`config.mk`:
```
export PLATFORM = sky130hd
export DESIGN_NAME = round_timer_ctrl
export DESIGN_NICKNAME = d
export VERILOG_FILES = /design/src/rtl/timer_pkg.sv /design/src/rtl/round_timer_ctrl_tick_prescaler.sv /design/src/rtl/round_timer_ctrl.sv
export SDC_FILE = /design/constraint.sdc
export NUM_CORES = 1
export LEC_CHECK = 0
export ABC_AREA = 0
export CORE_MARGIN = 4
export CORE_UTILIZATION = 48
export CTS_CLUSTER_DIAMETER = 60
export DETAILED_ROUTE_END_ITERATION = 8
export PLACE_DENSITY = 0.79
export SKIP_LAST_GASP = 1
export SYNTH_ARGS = -nofsm -noshare
export SYNTH_HDL_FRONTEND = slang
export SYNTH_HIERARCHICAL = 1
export SYNTH_SLANG_ARGS = --single-unit
export TNS_END_PERCENT = 20
```
`constraint.sdc`:
```
create_clock -name clk -period 2.2 [get_ports clk]
set_clock_uncertainty 0.15 [all_clocks]
set_input_delay 0.22 -clock clk [delete_from_list [all_inputs] [get_ports clk]]
set_output_delay 0.22 -clock clk [all_outputs]
set_load 0.03 [all_outputs]
```
`src/rtl/timer_pkg.sv`:
```
// Shared types and default widths for the round/LED interval timer.
package timer_pkg;

  typedef enum logic [1:0] {IDLE, RUN, DONE} timer_state_t;

  localparam int unsigned DEFAULT_DATA_WIDTH     = 8;
  localparam int unsigned DEFAULT_PRESCALE_WIDTH = 4;

endpackage

```
`src/rtl/round_timer_ctrl_tick_prescaler.sv`:
```
// Clock divider: raises tick on the clock where the running prescaler
// matches the configured prescale value, then wraps to zero.
module tick_prescaler
  import timer_pkg::*;
#(
  parameter int unsigned PRESCALE_WIDTH = DEFAULT_PRESCALE_WIDTH
) (
  input  logic                      clk,
  input  logic                      rst_n,
  input  logic                      clear,
  input  logic                      enable,
  input  logic [PRESCALE_WIDTH-1:0] prescale,
  output logic                      tick
);

  logic [PRESCALE_WIDTH-1:0] r_cnt;

  assign tick = enable && (r_cnt == prescale);

  // Prescaler register: clear wins over enable so a restart always begins at 0.
  always_ff @(posedge clk or negedge rst_n) begin
    if (!rst_n) begin
      r_cnt <= '0;
    end else if (clear) begin
      r_cnt <= '0;
    end else if (enable) begin
      if (r_cnt == prescale) begin
        r_cnt <= '0;
      end else begin
        r_cnt <= r_cnt + PRESCALE_WIDTH'(1);
      end
    end else begin
      r_cnt <= r_cnt;
    end
  end

endmodule

```
`src/rtl/round_timer_ctrl.sv`:
```
// Interval timer controller: IDLE/RUN/DONE sequencing of a tick counter
// with one-shot or periodic expiry, all event outputs registered.
module round_timer_ctrl
  import timer_pkg::*;
#(
  parameter int unsigned DATA_WIDTH     = DEFAULT_DATA_WIDTH,
  parameter int unsigned PRESCALE_WIDTH = DEFAULT_PRESCALE_WIDTH
) (
  input  logic                      clk,
  input  logic                      rst_n,
  input  logic [DATA_WIDTH-1:0]     cfg_limit,
  input  logic [PRESCALE_WIDTH-1:0] cfg_prescale,
  input  logic                      cfg_periodic,
  input  logic                      start,
  input  logic                      stop,
  output logic [DATA_WIDTH-1:0]     count,
  output logic                      tick,
  output logic                      expired,
  output logic                      busy,
  output logic                      done
);

  timer_state_t              r_state;
  timer_state_t              w_state_nxt;
  logic [DATA_WIDTH-1:0]     r_limit;
  logic [PRESCALE_WIDTH-1:0] r_pre;
  logic                      r_per;
  logic [DATA_WIDTH-1:0]     r_count;
  logic [DATA_WIDTH-1:0]     w_count_nxt;
  logic [DATA_WIDTH-1:0]     w_inc;
  logic                      r_tick;
  logic                      r_expired;
  logic                      r_busy;
  logic                      r_done;
  logic                      w_tick_nxt;
  logic                      w_expired_nxt;
  logic                      w_pre_tick;
  logic                      w_pre_enable;

  // A stop cycle freezes the prescaler so the tick due on that edge is dropped.
  assign w_pre_enable = (r_state == RUN) && !stop;

  tick_prescaler #(
    .PRESCALE_WIDTH(PRESCALE_WIDTH)
  ) u_prescaler (
    .clk     (clk),
    .rst_n   (rst_n),
    .clear   (start),
    .enable  (w_pre_enable),
    .prescale(r_pre),
    .tick    (w_pre_tick)
  );

  // Next-state, next-count and event decode.
  always_comb begin
    w_state_nxt   = r_state;
    w_count_nxt   = r_count;
    w_tick_nxt    = 1'b0;
    w_expired_nxt = 1'b0;
    w_inc         = r_count + DATA_WIDTH'(1);
    if (start) begin
      w_state_nxt = RUN;
      w_count_nxt = '0;
    end else begin
      case (r_state)
        RUN: begin
          if (stop) begin
            w_state_nxt = IDLE;
          end else if (w_pre_tick) begin
            w_tick_nxt = 1'b1;
            // limit 0 matches on the wrap from all-ones, i.e. after 2^W ticks
            if (w_inc == r_limit) begin
              w_expired_nxt = 1'b1;
              if (r_per) begin
                w_count_nxt = '0;
              end else begin
                w_count_nxt = w_inc;
                w_state_nxt = DONE;
              end
            end else begin
              w_count_nxt = w_inc;
            end
          end else begin
            w_count_nxt = r_count;
          end
        end
        IDLE:    w_state_nxt = IDLE;
        DONE:    w_state_nxt = DONE;
        default: w_state_nxt = IDLE;
      endcase
    end
  end

  // State, latched configuration, count and registered outputs.
  always_ff @(posedge clk or negedge rst_n) begin
    if (!rst_n) begin
      r_state   <= IDLE;
      r_limit   <= '0;
      r_pre     <= '0;
      r_per     <= 1'b0;
      r_count   <= '0;
      r_tick    <= 1'b0;
      r_expired <= 1'b0;
      r_busy    <= 1'b0;
      r_done    <= 1'b0;
    end else begin
      if (start) begin
        r_limit <= cfg_limit;
        r_pre   <= cfg_prescale;
        r_per   <= cfg_periodic;
      end
      r_state   <= w_state_nxt;
      r_count   <= w_count_nxt;
      r_tick    <= w_tick_nxt;
      r_expired <= w_expired_nxt;
      r_busy    <= (w_state_nxt == RUN);
      r_done    <= (w_state_nxt == DONE);
    end
  end

  assign count   = r_count;
  assign tick    = r_tick;
  assign expired = r_expired;
  assign busy    = r_busy;
  assign done    = r_done;

endmodule
```
==> Implementation_results.wiki, run 1 <==
{| class="wikitable"
! Metric !! Value
|-
| Layout cell share with drive strength beyond 1 || 25.6%
|-
| Share of synthesized flip-flops with an asynchronous set or reset || between 90% and 100%
|-
| Syn_area_per_cell || 10.6 um^2
|-
| CTS tree || yes
|-
| Number of buffers added by the clock tree synthesis step || 5
|-
| Number of global-route vias before repair || between 1,000 and 1,500
|-
| Worst hold slack across all endpoints || 0.137 ns
|-
| Pre-Repair DR Iteration Count || 4
|-
| Multi-input gate area in the final layout || 933 um^2
|-
| Worst hold path type || input port to asynchronous set/reset pin
|-
| Maximum operating frequency || about 460 MHz
|-
| Unrepaired setup endpoints after global routing || yes
|-
| Root cell of the clock tree || sky130_fd_sc_hd__clkbuf_8
|-
| Fin crit period || 2.17 ns
|-
| Final worst-path setup slack || 0.0258 ns
|-
| Largest net degree at the start of global routing || 27
|-
| Remaining routing DRC violations || 0
|-
| Final instance area || approximately 0.0023 mm^2
|-
| Register bit total from synthesis || 31
|-
| Number of port buffers || 28
|-
| First-pass GRT wire length || 6270 um
|-
| Data arrival time at the worst-slack endpoint || 2.19 ns
|-
| Post-synth design cell area || 0.00178 mm^2
|-
| Yosys warning count || 6
|-
| CTS HTree Levels || 2
|-
| Fraction of the cycle the final worst path needs || between 90% and 100%
|-
| Worst-path maximum fanout || 8
|-
| Row count || 21
|-
| Overall die width || 68.9 um
|-
| HPWL after detailed placement || 2890 um
|-
| Aggregate routed wire length || slightly below 4000 um
|-
| Deepest clock path buffer count || 2
|-
| Starting Density || slightly above 50%
|-
| Critical path startpoint || u_prescaler/r_cnt[1]
|-
| CP required || 2.22 ns
|-
| Area share of the largest cell type after synthesis || 43.6%
|-
| Layout overhead on the synthesized area || 28.9%
|-
| Net total in the final layout || 232
|-
| Highest-count cells in the layout ignoring fill and taps || sky130_fd_sc_hd__dfrtp_1 (30), sky130_fd_sc_hd__clkdlybuf4s50_1 (28), sky130_fd_sc_hd__nand2_1 (17)
|-
| Clock-pin transition on the worst setup and hold timing paths || 0.06 ns
|-
| Mapped Nets || about 190
|-
| Transition at the pin with the smallest max-transition slack || 0.374 ns
|-
| Detail Route Antenna Nets || 0
|-
| Number of max-slew violations in the final report || 0
|-
| Nature of the critical path endpoint || flop
|-
| R2R Path End || count[5]
|-
| Static Leakage || 0.995 nW
|-
| Largest area contributor in the synthesized netlist || sky130_fd_sc_hd__dfrtp_1
|-
| Setup violation total in the final timing report || 0
|-
| Count of max-cap constraint violations || 0
|-
| Overall power || 1.25 mW
|-
| Initial antenna violation count || 0
|-
| Number of fill cells || 280
|-
| Number of diodes added for antenna fixing || 0
|-
| Via Count || 1,388
|-
| Reg-to-reg startpoint || u_prescaler/r_cnt[1]
|-
| Number of ports placed on the die boundary || 29
|-
| Worst setup timing slack at the placement stage || -0.0351 ns
|-
| Number of distinct library cell variants in the gate-level netlist after synthesis || 49
|-
| Leading cell type in the layout, fill and taps excluded || sky130_fd_sc_hd__dfrtp_1
|-
| Status || finished clean
|-
| Worst R2R Path Depth || 9
|-
| Global-route total usage across every layer || 18.2%
|-
| Avg Vias per Cell || 5.40
|-
| Area taken by flip-flops and latches || 777 um^2
|-
| Proportion of synthesized chip area in sequential cells || 43.6%
|-
| Worst rel slew slack || 74.7%
|-
| Core outline area || 0.00347 mm^2
|-
| Mapped Cells || 168
|-
| Area of the die || around 0.0047 mm^2
|-
| Total placed instance area || 0.00215 mm^2
|-
| Weighted congestion reported at the end of routability-driven placement || approximately 0.87
|-
| Critical Path Source Type || flop
|-
| Top cells by area in the synthesized netlist || sky130_fd_sc_hd__dfrtp_1 (44%), sky130_fd_sc_hd__mux2_2 (7.6%), sky130_fd_sc_hd__nand2_1 (3.8%)
|-
| Die Ht || 68.9 um
|-
| Power density over the cells || 545 mW/mm^2
|-
| Worst ir drop on vdd || 0.439 mV
|-
| Final routed wire length divided by cell count || approximately 15 um
|-
| Final Hold Vio Count || 0
|-
| Iteration-0 DRC Markers || 95
|-
| Reg-to-reg slack, setup || 0.03 ns
|-
| Number of enable flip-flop cells after synthesis || 0
|-
| Clk Latency, worst-skew pair || 0.28 ns
|-
| Most frequently used flop master after synthesis || sky130_fd_sc_hd__dfrtp_1
|-
| WS Path Type || flop to flop
|-
| Num Clock Sinks || 31
|-
| Total congestion overflow || 0
|}
-- state kept, by name (all words and copies together) (netlist names) --
name               count
done                   1
u_prescaler/r_cnt      4
r_pre                  4
r_limit                8
r_state                2
tick                   1
r_per                  1
count                  8
busy                   1
expired                1
-- per-layer routing --
layer | GRT usage, % | share of wire (%) | up-vias
li1 | - | - | 677
met1 | 22.5 | 45 | 673
met2 | 29.5 | 50 | 32
met3 | 5.67 | 4.6 | 6
met4 | 7.30 | 0.75 | 0
met5 | 0 | 0 | -
-- worst max-delay path, cell delays in order (launching register included) --
cell and delay, ns:
sky130_fd_sc_hd__dfrtp_1 0.39, sky130_fd_sc_hd__xor2_1 0.19, sky130_fd_sc_hd__nor4_2 0.34, sky130_fd_sc_hd__and2_1 0.22
sky130_fd_sc_hd__buf_4 0.12, sky130_fd_sc_hd__buf_4 0.10, sky130_fd_sc_hd__a21oi_1 0.06, sky130_fd_sc_hd__buf_4 0.17
sky130_fd_sc_hd__a21o_1 0.15, sky130_fd_sc_hd__a22o_1 0.17
-- cell usage after synthesis (2+ instances only) --
| master | instances |
|---|---|
| sky130_fd_sc_hd__o21a_1 | 5 |
| sky130_fd_sc_hd__nand3_2 | 2 |
| sky130_fd_sc_hd__nand2b_1 | 2 |
| sky130_fd_sc_hd__inv_1 | 10 |
| sky130_fd_sc_hd__ha_1 | 4 |
| sky130_fd_sc_hd__nor2b_1 | 2 |
| sky130_fd_sc_hd__a22o_1 | 2 |
| sky130_fd_sc_hd__nor3_1 | 5 |
| sky130_fd_sc_hd__a21oi_1 | 4 |
| sky130_fd_sc_hd__clkbuf_1 | 3 |
| sky130_fd_sc_hd__nand3_1 | 2 |
| sky130_fd_sc_hd__buf_6 | 4 |
| sky130_fd_sc_hd__nor2_1 | 8 |
| sky130_fd_sc_hd__xor2_1 | 6 |
| sky130_fd_sc_hd__o32ai_1 | 2 |
| sky130_fd_sc_hd__dfrtp_1 | 31 |
| sky130_fd_sc_hd__nand2_1 | 18 |
| sky130_fd_sc_hd__o21ai_0 | 9 |
| sky130_fd_sc_hd__mux2_2 | 12 |
| sky130_fd_sc_hd__xnor2_1 | 7 |
| sky130_fd_sc_hd__nand3b_1 | 2 |
-- cell type report --
class | instances | area share [%]
multi-input cells | 119 | 40.7
clock buffers | 6 | 3.60
repair buffers | 44 | 17.5
well taps | 46 | 2.51
inverters | 10 | 1.64
clock inverters | 1 | 0.218
flip-flops and latches | 31 | 33.9
-- cells by family (layout without fill, tap and decap cells) --
| kind of cell | count (synthesis) | in the layout | share of synthesized area, % |
|---|---|---|---|
| AOI/OAI and AO/OA | 38 | 38 | 17.2 |
| buffers and inverters | 18 | 61 | 5.56 |
| muxes | 13 | 13 | 8.16 |
| and+or+nand+nor | 50 | 50 | 15.0 |
| xor gates and xnor gates | 14 | 14 | 7.67 |
| DFF | 31 | 31 | 43.6 |
| adders and majority gates | 4 | 4 | 2.81 |
-- timing repair --
item,4_1_cts,5_1_grt
hold buffers,0,0
buffers inserted,2,2
resized for setup,1,9
setup endpoints to repair,2,12
pin swaps,2,8
-- report_power, final --
part / total (mW) / internal, mW / switching (mW) / leakage, nW
sequential: 0.626 / 0.600 / 0.0260 / 0.396
clock: 0.440 / 0.245 / 0.195 / 0.0470
combinational: 0.185 / 0.102 / 0.0832 / 0.552
-- per-stage QoR --
stage          util (%)  setup TNS, ns  std cells
2_1_floorplan         -        -0.0226        168
3_3_place_gp       61.9              0        246
3_5_place_dp       61.9        -0.0351        246
4_1_cts            64.9              0        255
5_1_grt            66.1         -0.275        257
6_report           66.1              0        257
-- worst max-delay path by stage --
stage | to | slack, ns | cells after the start
global route | count[5] | -0.06 | 8
global placement | r_state[0] | 0.08 | 7
floorplan | count[5] | -0.02 | 11
detailed placement | count[0] | -0.04 | 9
CTS | count[5] | 0.01 | 8
finish | count[5] | 0.03 | 9
Power figures use the tool's default switching activity.
==> run 2: changes to the inputs <==
- PLACE_DENSITY: 0.79 -> 0.75
==> Implementation_results.wiki, run 2 (synthesized netlist as in run 1, its figures left out) <==
{| class="wikitable"
! Metric !! Value
|-
| Die Ht || 68.9 um (unchanged)
|-
| Number of port buffers || 28 (unchanged)
|-
| Via Count || 1,365 (-1.7%)
|-
| Maximum cell stage delay along the critical path || 0.40 ns (about the same)
|-
| Final Hold Vio Count || 0 (unchanged)
|-
| Leading cell type in the layout, fill and taps excluded || sky130_fd_sc_hd__dfrtp_1
|-
| Weighted congestion reported at the end of routability-driven placement || 0.909 (+4.2%)
|-
| Area taken by flip-flops and latches || 777 um^2 (unchanged)
|-
| CTS tree || yes
|-
| Number of hold-repair buffers added at the cts stage || 0 (unchanged)
|-
| Core outline area || 0.00347 mm^2 (unchanged)
|-
| Maximum operating frequency || 452 MHz (-1.6%)
|-
| Data arrival time at the worst-slack endpoint || 2.22 ns (+0.03 ns)
|-
| Row count || 21 (unchanged)
|-
| Multi-input gate area in the final layout || 913 um^2 (-2.1%)
|-
| Pre-Repair DR Iteration Count || 4 (unchanged)
|-
| Detail Route Antenna Nets || 0 (unchanged)
|-
| Number of ports placed on the die boundary || 29 (unchanged)
|-
| Violations in the final reports || setup timing
|-
| Status || complete, but fails checks
|-
| Utilization after layout || 65.0% (-1.1 points)
|-
| Unrepaired setup endpoints after global routing || yes
|-
| Number of global-route vias before repair || 1,351 (-5.9%)
|-
| Net total in the final layout || 231 (-0.43%)
|-
| CTS HTree Levels || 2 (unchanged)
|-
| Worst R2R Path Depth || 7 (-2)
|-
| Number of buffers and inverters on the critical path || 0 (-3)
|-
| Highest-count cells in the layout ignoring fill and taps || sky130_fd_sc_hd__dfrtp_1 (30), sky130_fd_sc_hd__clkdlybuf4s50_1 (28), sky130_fd_sc_hd__nand2_1 (18)
|-
| Critical Path Source Type || flop
|-
| Accumulated negative setup slack || -0.0104 ns (-0.0104 ns)
|-
| Fin crit period || 2.21 ns (+0.0362 ns)
|-
| Worst rel slew slack || 73.8% (-0.88 points)
|-
| Number of diodes added for antenna fixing || 0 (unchanged)
|-
| R2R Path End || r_state[0]
|-
| Number of max-slew violations in the final report || 0 (unchanged)
|-
| Clk Latency, worst-skew pair || 0.29 ns (about the same)
|-
| Reg-to-reg slack, setup || -0.01 ns (-0.04 ns)
|-
| Area of the die || 0.00474 mm^2 (unchanged)
|-
| Worst-path maximum fanout || 4 (-4)
|-
| Number of buffers added by the clock tree synthesis step || 5 (unchanged)
|-
| Power density over the cells || 542 mW/mm^2 (-0.69%)
|-
| Layout overhead on the synthesized area || 26.7%
|-
| Initial antenna violation count || 0 (unchanged)
|-
| Total placed instance area || 0.00214 mm^2 (-0.35%)
|-
| Final standard cell count with taps included and fillers excluded || 256 (-0.39%)
|-
| Nature of the critical path endpoint || flop
|-
| Starting Density || 51.3% (unchanged)
|-
| Final routed wire length divided by cell count || 14.8 um (-2.2%)
|-
| Root cell of the clock tree || sky130_fd_sc_hd__clkbuf_8
|-
| Remaining routing DRC violations || 0 (unchanged)
|-
| Reg-to-reg startpoint || count[1]
|-
| Count of max-cap constraint violations || 0 (unchanged)
|-
| Worst ir drop on vdd || 0.351 mV (-20%)
|-
| Avg Vias per Cell || 5.33 (-1.3%)
|-
| Setup violation total in the final timing report || 1 (+1)
|-
| List of cells traversed by the critical path || ha_2 > xnor2_1 > o311a_1 > o2111a_2 > nand3_2 > o31a_1 > or2_1
|-
| Deepest clock path buffer count || 2 (unchanged)
|-
| Number of fill cells || 297 (+6.1%)
|-
| Worst setup timing slack at the placement stage || 0.0290 ns (+0.0641 ns)
|-
| Final worst-path setup slack || -0.0104 ns (-0.0362 ns)
|-
| Largest net degree at the start of global routing || 32 (+19%)
|-
| First-pass GRT wire length || 6330 um (+0.88%)
|-
| Global-route total usage across every layer || 18.6% (+0.41 points)
|-
| Family of cells with the greatest summed delay on the critical path || compound AO/OA/AOI/OAI gates
|-
| CP required || 2.21 ns (about the same)
|-
| Inst Count DP || 245 (-0.41%)
|-
| Fraction of the cycle the final worst path needs || 100% (+1.6 points)
|-
| Num Clock Sinks || 31 (unchanged)
|-
| Iteration-0 DRC Markers || 113 (+19%)
|-
| Worst hold slack across all endpoints || 0.174 ns (+0.0369 ns)
|-
| Transition at the pin with the smallest max-transition slack || 0.387 ns (+0.0131 ns)
|-
| Overall power || 1.22 mW (-2.4%)
|-
| Overall die width || 68.9 um (unchanged)
|-
| Static Leakage || 0.978 nW (-1.7%)
|-
| Total congestion overflow || 0 (unchanged)
|-
| WS Path Type || flop to flop
|-
| Layout cell share with drive strength beyond 1 || 22.4% (-3.2 points)
|-
| Final instance area || 0.00225 mm^2 (-1.7%)
|-
| Worst hold path type || input port to asynchronous set/reset pin
|-
| Aggregate routed wire length || 3780 um (-2.6%)
|-
| Critical-path cell with the highest stage delay || sky130_fd_sc_hd__dfrtp_1
|-
| HPWL after detailed placement || 2760 um (-4.4%)
|-
| Clock-pin transition on the worst setup and hold timing paths || 0.06 ns (about the same)
|}
run 2: cell count changes in the layout (fill, tap and decap cells not counted), moves of 2 or more:
| cell | delta |
|---|---|
| sky130_fd_sc_hd__clkbuf_1 | +2 |
| sky130_fd_sc_hd__a21oi_2 | -2 |
| sky130_fd_sc_hd__o21ai_1 | -2 |
| sky130_fd_sc_hd__a21oi_1 | +2 |
run 2: worst max path at each step:
stage                               from         end  slack, ns  cells past startpoint
global route        u_prescaler/r_cnt[2]    count[5]       -0.1                      8
floorplan                     r_state[1]    count[5]      -0.02                     11
CTS                             count[1]  r_state[0]       0.01                      7
global placement                count[1]  r_state[0]       0.09                      7
finish                          count[1]  r_state[0]      -0.01                      7
detailed placement              count[0]  r_state[0]       0.03                      7
run 2: layout make-up:
cell class / count / share of cell area [%]
Multi-Input combinational cell: 119 / 40.5
Sequential cell: 31 / 34.5
Timing Repair Buffer: 43 / 17.4
Clock buffer: 7 / 3.39
Tap cell: 46 / 2.55
Inverter: 10 / 1.66
run 2: power breakdown:
group | leakage [nW] | switching (mW) | internal (mW)
Sequential | 0.396 | 0.0262 | 0.600
Clock | 0.0383 | 0.199 | 0.217
Combinational | 0.544 | 0.0802 | 0.0990
run 2: layer usage:
metal / wire, um / global-route usage (%)
met1: 1670 / 23.3
met2: 1840 / 30.0
met3: 215 / 6.16
met4: 54 / 6.57
met5: 0 / 0
run 2: repair_timing:
item                                    CTS  global route
pin swaps                                 1             4
endpoints found under the setup margin    1            10
resized for setup                         1             3
cloned                                    0             0
setup buffers                             1             3
run 2: worst register-to-register path, cell delays in order, from the launching register on:
cell and delay, ns:
sky130_fd_sc_hd__dfrtp_1 0.40, sky130_fd_sc_hd__ha_2 0.35, sky130_fd_sc_hd__xnor2_1 0.12, sky130_fd_sc_hd__o311a_1 0.21
sky130_fd_sc_hd__o2111a_2 0.25, sky130_fd_sc_hd__nand3_2 0.13, sky130_fd_sc_hd__o31a_1 0.27, sky130_fd_sc_hd__or2_1 0.22
==> run 3: changes to the inputs <==
- CORE_UTILIZATION: 48 -> 56
- DONT_BUFFER_PORTS: unset -> 1
- PLACE_DENSITY: 0.75 -> 0.73
- SLEW_MARGIN: unset -> 20
- SYNTH_HIERARCHICAL: 1 -> unset
==> Implementation_results.wiki, run 3 <==
{| class="wikitable"
! Metric !! Value
|-
| Critical Path Source Type || flop
|-
| Net total in the final layout || 211 (-8.7%)
|-
| Fin crit period || 2.44 ns (+0.231 ns)
|-
| Number of enable flip-flop cells after synthesis || 0 (unchanged)
|-
| Maximum cell stage delay along the critical path || 0.40 ns (about the same)
|-
| Via Count || 1,294 (-5.2%)
|-
| WS Path Type || flop to flop
|-
| Final routed wire length divided by cell count || 15.8 um (+7.3%)
|-
| Data arrival time at the worst-slack endpoint || 2.50 ns (+0.28 ns)
|-
| Register bit total from synthesis || 31 (unchanged)
|-
| Violations in the final reports || setup timing
|-
| Top cells by count, synth || sky130_fd_sc_hd__dfrtp_1 (31), sky130_fd_sc_hd__mux2_2 (14), sky130_fd_sc_hd__xnor2_1 (9)
|-
| Worst hold slack across all endpoints || 0.0128 ns (-0.161 ns)
|-
| Hold path startpoint || stop
|-
| Maximum operating frequency || 410 MHz (-9.5%)
|-
| Worst hold path endpoint || u_prescaler.r_cnt[1]
|-
| Area share of the largest cell type after synthesis || 46.8% (+3.2 points)
|-
| Unrepaired setup endpoints after global routing || yes
|-
| Core outline area || 0.00281 mm^2 (-19%)
|-
| Final standard cell count with taps included and fillers excluded || 222 (-13%)
|-
| Most used standard cell by instance count after synthesis || sky130_fd_sc_hd__dfrtp_1
|-
| Worst setup timing slack at the placement stage || -0.216 ns (-0.245 ns)
|-
| Pre-Repair DR Iteration Count || 4 (unchanged)
|-
| Number of fill cells || 186 (-37%)
|-
| CTS tree || yes
|-
| Worst-path maximum fanout || 8 (+4)
|-
| Number of distinct library cell variants in the gate-level netlist after synthesis || 41 (-16%)
|-
| CP required || 2.26 ns (+0.05 ns)
|-
| Static Leakage || 0.952 nW (-2.7%)
|-
| Count of max-cap constraint violations || 0 (unchanged)
|-
| Overall power || 1.16 mW (-4.7%)
|-
| Initial antenna violation count || 0 (unchanged)
|-
| Clock-pin transition on the worst setup and hold timing paths || 0.10 ns (+0.04 ns)
|-
| Num Clock Sinks || 31 (unchanged)
|-
| Final Hold Vio Count || 0 (unchanged)
|-
| Global-route total usage across every layer || 20.8% (+2.2 points)
|-
| Worst R2R Path Depth || 8 (+1)
|-
| Yosys warning count || 0 (-6)
|-
| Number of port buffers || 0 (-100%)
|-
| Iteration-0 DRC Markers || 31 (-73%)
|-
| Grt met1 use || 26.0% (+2.7 points)
|-
| Total placed instance area || 0.00185 mm^2 (-13%)
|-
| Transition at the pin with the smallest max-transition slack || 0.801 ns (+0.415 ns)
|-
| Mapped Cells || 149 (-11%)
|-
| Starting Density || 59.1% (+7.8 points)
|-
| Number of diodes added for antenna fixing || 0 (unchanged)
|-
| Number of global-route vias before repair || 1,455 (+7.7%)
|-
| Worst rel slew slack || 46.4% (-27 points)
|-
| Power density over the cells || 540 mW/mm^2 (-0.32%)
|-
| Fraction of the cycle the final worst path needs || 111% (+10 points)
|-
| Inst Count DP || 197 (-20%)
|-
| Post-synth design cell area || 0.00166 mm^2 (-6.8%)
|-
| Aggregate routed wire length || 3520 um (-6.9%)
|-
| Number of max-slew violations in the final report || 0 (unchanged)
|-
| First-pass GRT wire length || 6490 um (+2.6%)
|-
| Largest area contributor in the synthesized netlist || sky130_fd_sc_hd__dfrtp_1
|-
| Worst hold path type || input port to flop
|-
| R2R Path End || count[6]
|-
| Weighted congestion reported at the end of routability-driven placement || 0.848 (-6.7%)
|-
| Detail Route Antenna Nets || 0 (unchanged)
|-
| Root cell of the clock tree || sky130_fd_sc_hd__clkbuf_4
|-
| Avg Vias per Cell || 5.83 (+9.3%)
|-
| Busiest layer in global routing || met2
|-
| Most frequently used flop master after synthesis || sky130_fd_sc_hd__dfrtp_1
|-
| Clk Latency, worst-skew pair || 0.32 ns (+0.03 ns)
|-
| Critical-path cell with the highest stage delay || sky130_fd_sc_hd__dfrtp_2
|-
| List of cells traversed by the critical path || ha_4 > and3_4 > nand3_1 > or3_4 > a2111oi_4 > buf_4 > a21oi_4 > a221o_1
|-
| Final worst-path setup slack || -0.241 ns (-0.231 ns)
|-
| Utilization after layout || 76.9% (+12 points)
|-
| HPWL after detailed placement || 2490 um (-9.8%)
|-
| Overall die width || 62.4 um (-9.4%)
|-
| Share of synthesized flip-flops with an asynchronous set or reset || 100% (unchanged)
|-
| Leading cell type in the layout, fill and taps excluded || sky130_fd_sc_hd__dfrtp_1
|-
| Setup violation total in the final timing report || 12 (+11)
|-
| Highest-count cells in the layout ignoring fill and taps || sky130_fd_sc_hd__dfrtp_1 (28), sky130_fd_sc_hd__buf_4 (24), sky130_fd_sc_hd__dlygate4sd3_1 (15)
|-
| Largest net degree at the start of global routing || 32 (unchanged)
|-
| Number of buffers added by the clock tree synthesis step || 5 (unchanged)
|-
| Syn_area_per_cell || 11.1 um^2 (+5.1%)
|-
| Die Ht || 62.4 um (-9.4%)
|-
| Layout cell share with drive strength beyond 1 || 31.9% (+9.6 points)
|-
| Nature of the critical path endpoint || flop
|-
| CTS HTree Levels || 2 (unchanged)
|-
| Row count || 19 (-9.5%)
|-
| Remaining routing DRC violations || 0 (unchanged)
|-
| Mapped Nets || 170 (-10%)
|-
| Status || complete, but fails checks
|-
| Proportion of synthesized chip area in sequential cells || 46.8% (+3.2 points)
|-
| Global routing met2 resource utilization || 33.7% (+3.7 points)
|-
| Met3 usage || 5.40% (-0.76 points)
|-
| Area of the die || 0.00390 mm^2 (-18%)
|-
| Reg-to-reg slack, setup || -0.24 ns (-0.23 ns)
|-
| Number of ports placed on the die boundary || 29 (unchanged)
|-
| Worst Hold Depth || 3
|-
| Top cells by area in the synthesized netlist || sky130_fd_sc_hd__dfrtp_1 (47%), sky130_fd_sc_hd__mux2_2 (9.5%), sky130_fd_sc_hd__xnor2_1 (4.8%)
|-
| Total congestion overflow || 0 (unchanged)
|-
| Worst ir drop on vdd || 0.474 mV (+35%)
|-
| Layout overhead on the synthesized area || 29.9%
|-
| Reg-to-reg startpoint || count[0]
|-
| Deepest clock path buffer count || 2 (unchanged)
|-
| Accumulated negative setup slack || -1.98 ns (-1.97 ns)
|-
| Final instance area || 0.00216 mm^2 (-4.4%)
|}
run 3: critical path: cells and delay by family, from the launching register on:
family          cells  cell delay, ns
compound gates      3            0.75
fa+ha+maj           1            0.17
flops               1            0.40
simple gates        3            0.65
buf+inv             1            0.20
run 3: worst max-delay path by stage:
stage                   from        to  cells after the start
floorplan           count[0]  count[2]                      7
global placement    count[0]  count[6]                      8
detailed placement  count[1]  count[7]                      8
CTS                 count[0]  count[2]                      8
global route        count[0]  count[6]                      8
finish              count[0]  count[6]                      8
run 3: cell families after synthesis:
group | share of synthesized area [%]
flops | 46.8
xor+xnor | 8.22
fa+ha+maj | 3.02
mux | 9.50
buf+inv | 3.47
compound gates | 14.8
simple gates | 14.3
run 3: what timing repair did:
action	in CTS	in global routing
setup buffers	1	0
resized for setup	2	8
endpoints found under the hold margin	50	0
hold buffers	16	0
endpoints found under the setup margin	11	13
pin swaps	1	1
run 3: metal layers:
layer  wire [um]  share of wire, %  up-vias
met5           0                 0        -
met2        1680                48       31
met1        1660                47      635
li1            -                 -      624
met4          31              0.88        0
met3         147               4.2        4
run 3: final cells by class:
| type | count | area, um^2 | area share (%) |
|---|---|---|---|
| multi-input cells | 106 | 896 | 41.6 |
| flip-flops and latches | 31 | 779 | 36.2 |
| repair buffers | 40 | 350 | 16.3 |
| clock buffers | 8 | 68.8 | 3.19 |
| well taps | 31 | 38.8 | 1.80 |
| inverters | 6 | 22.5 | 1.04 |
run 3: power breakdown:
group          internal, mW  total [mW]  leakage, nW  switching (mW)
combinational        0.0886       0.158        0.521          0.0694
sequential            0.600       0.634        0.392          0.0343
clock                 0.188       0.372       0.0386           0.184
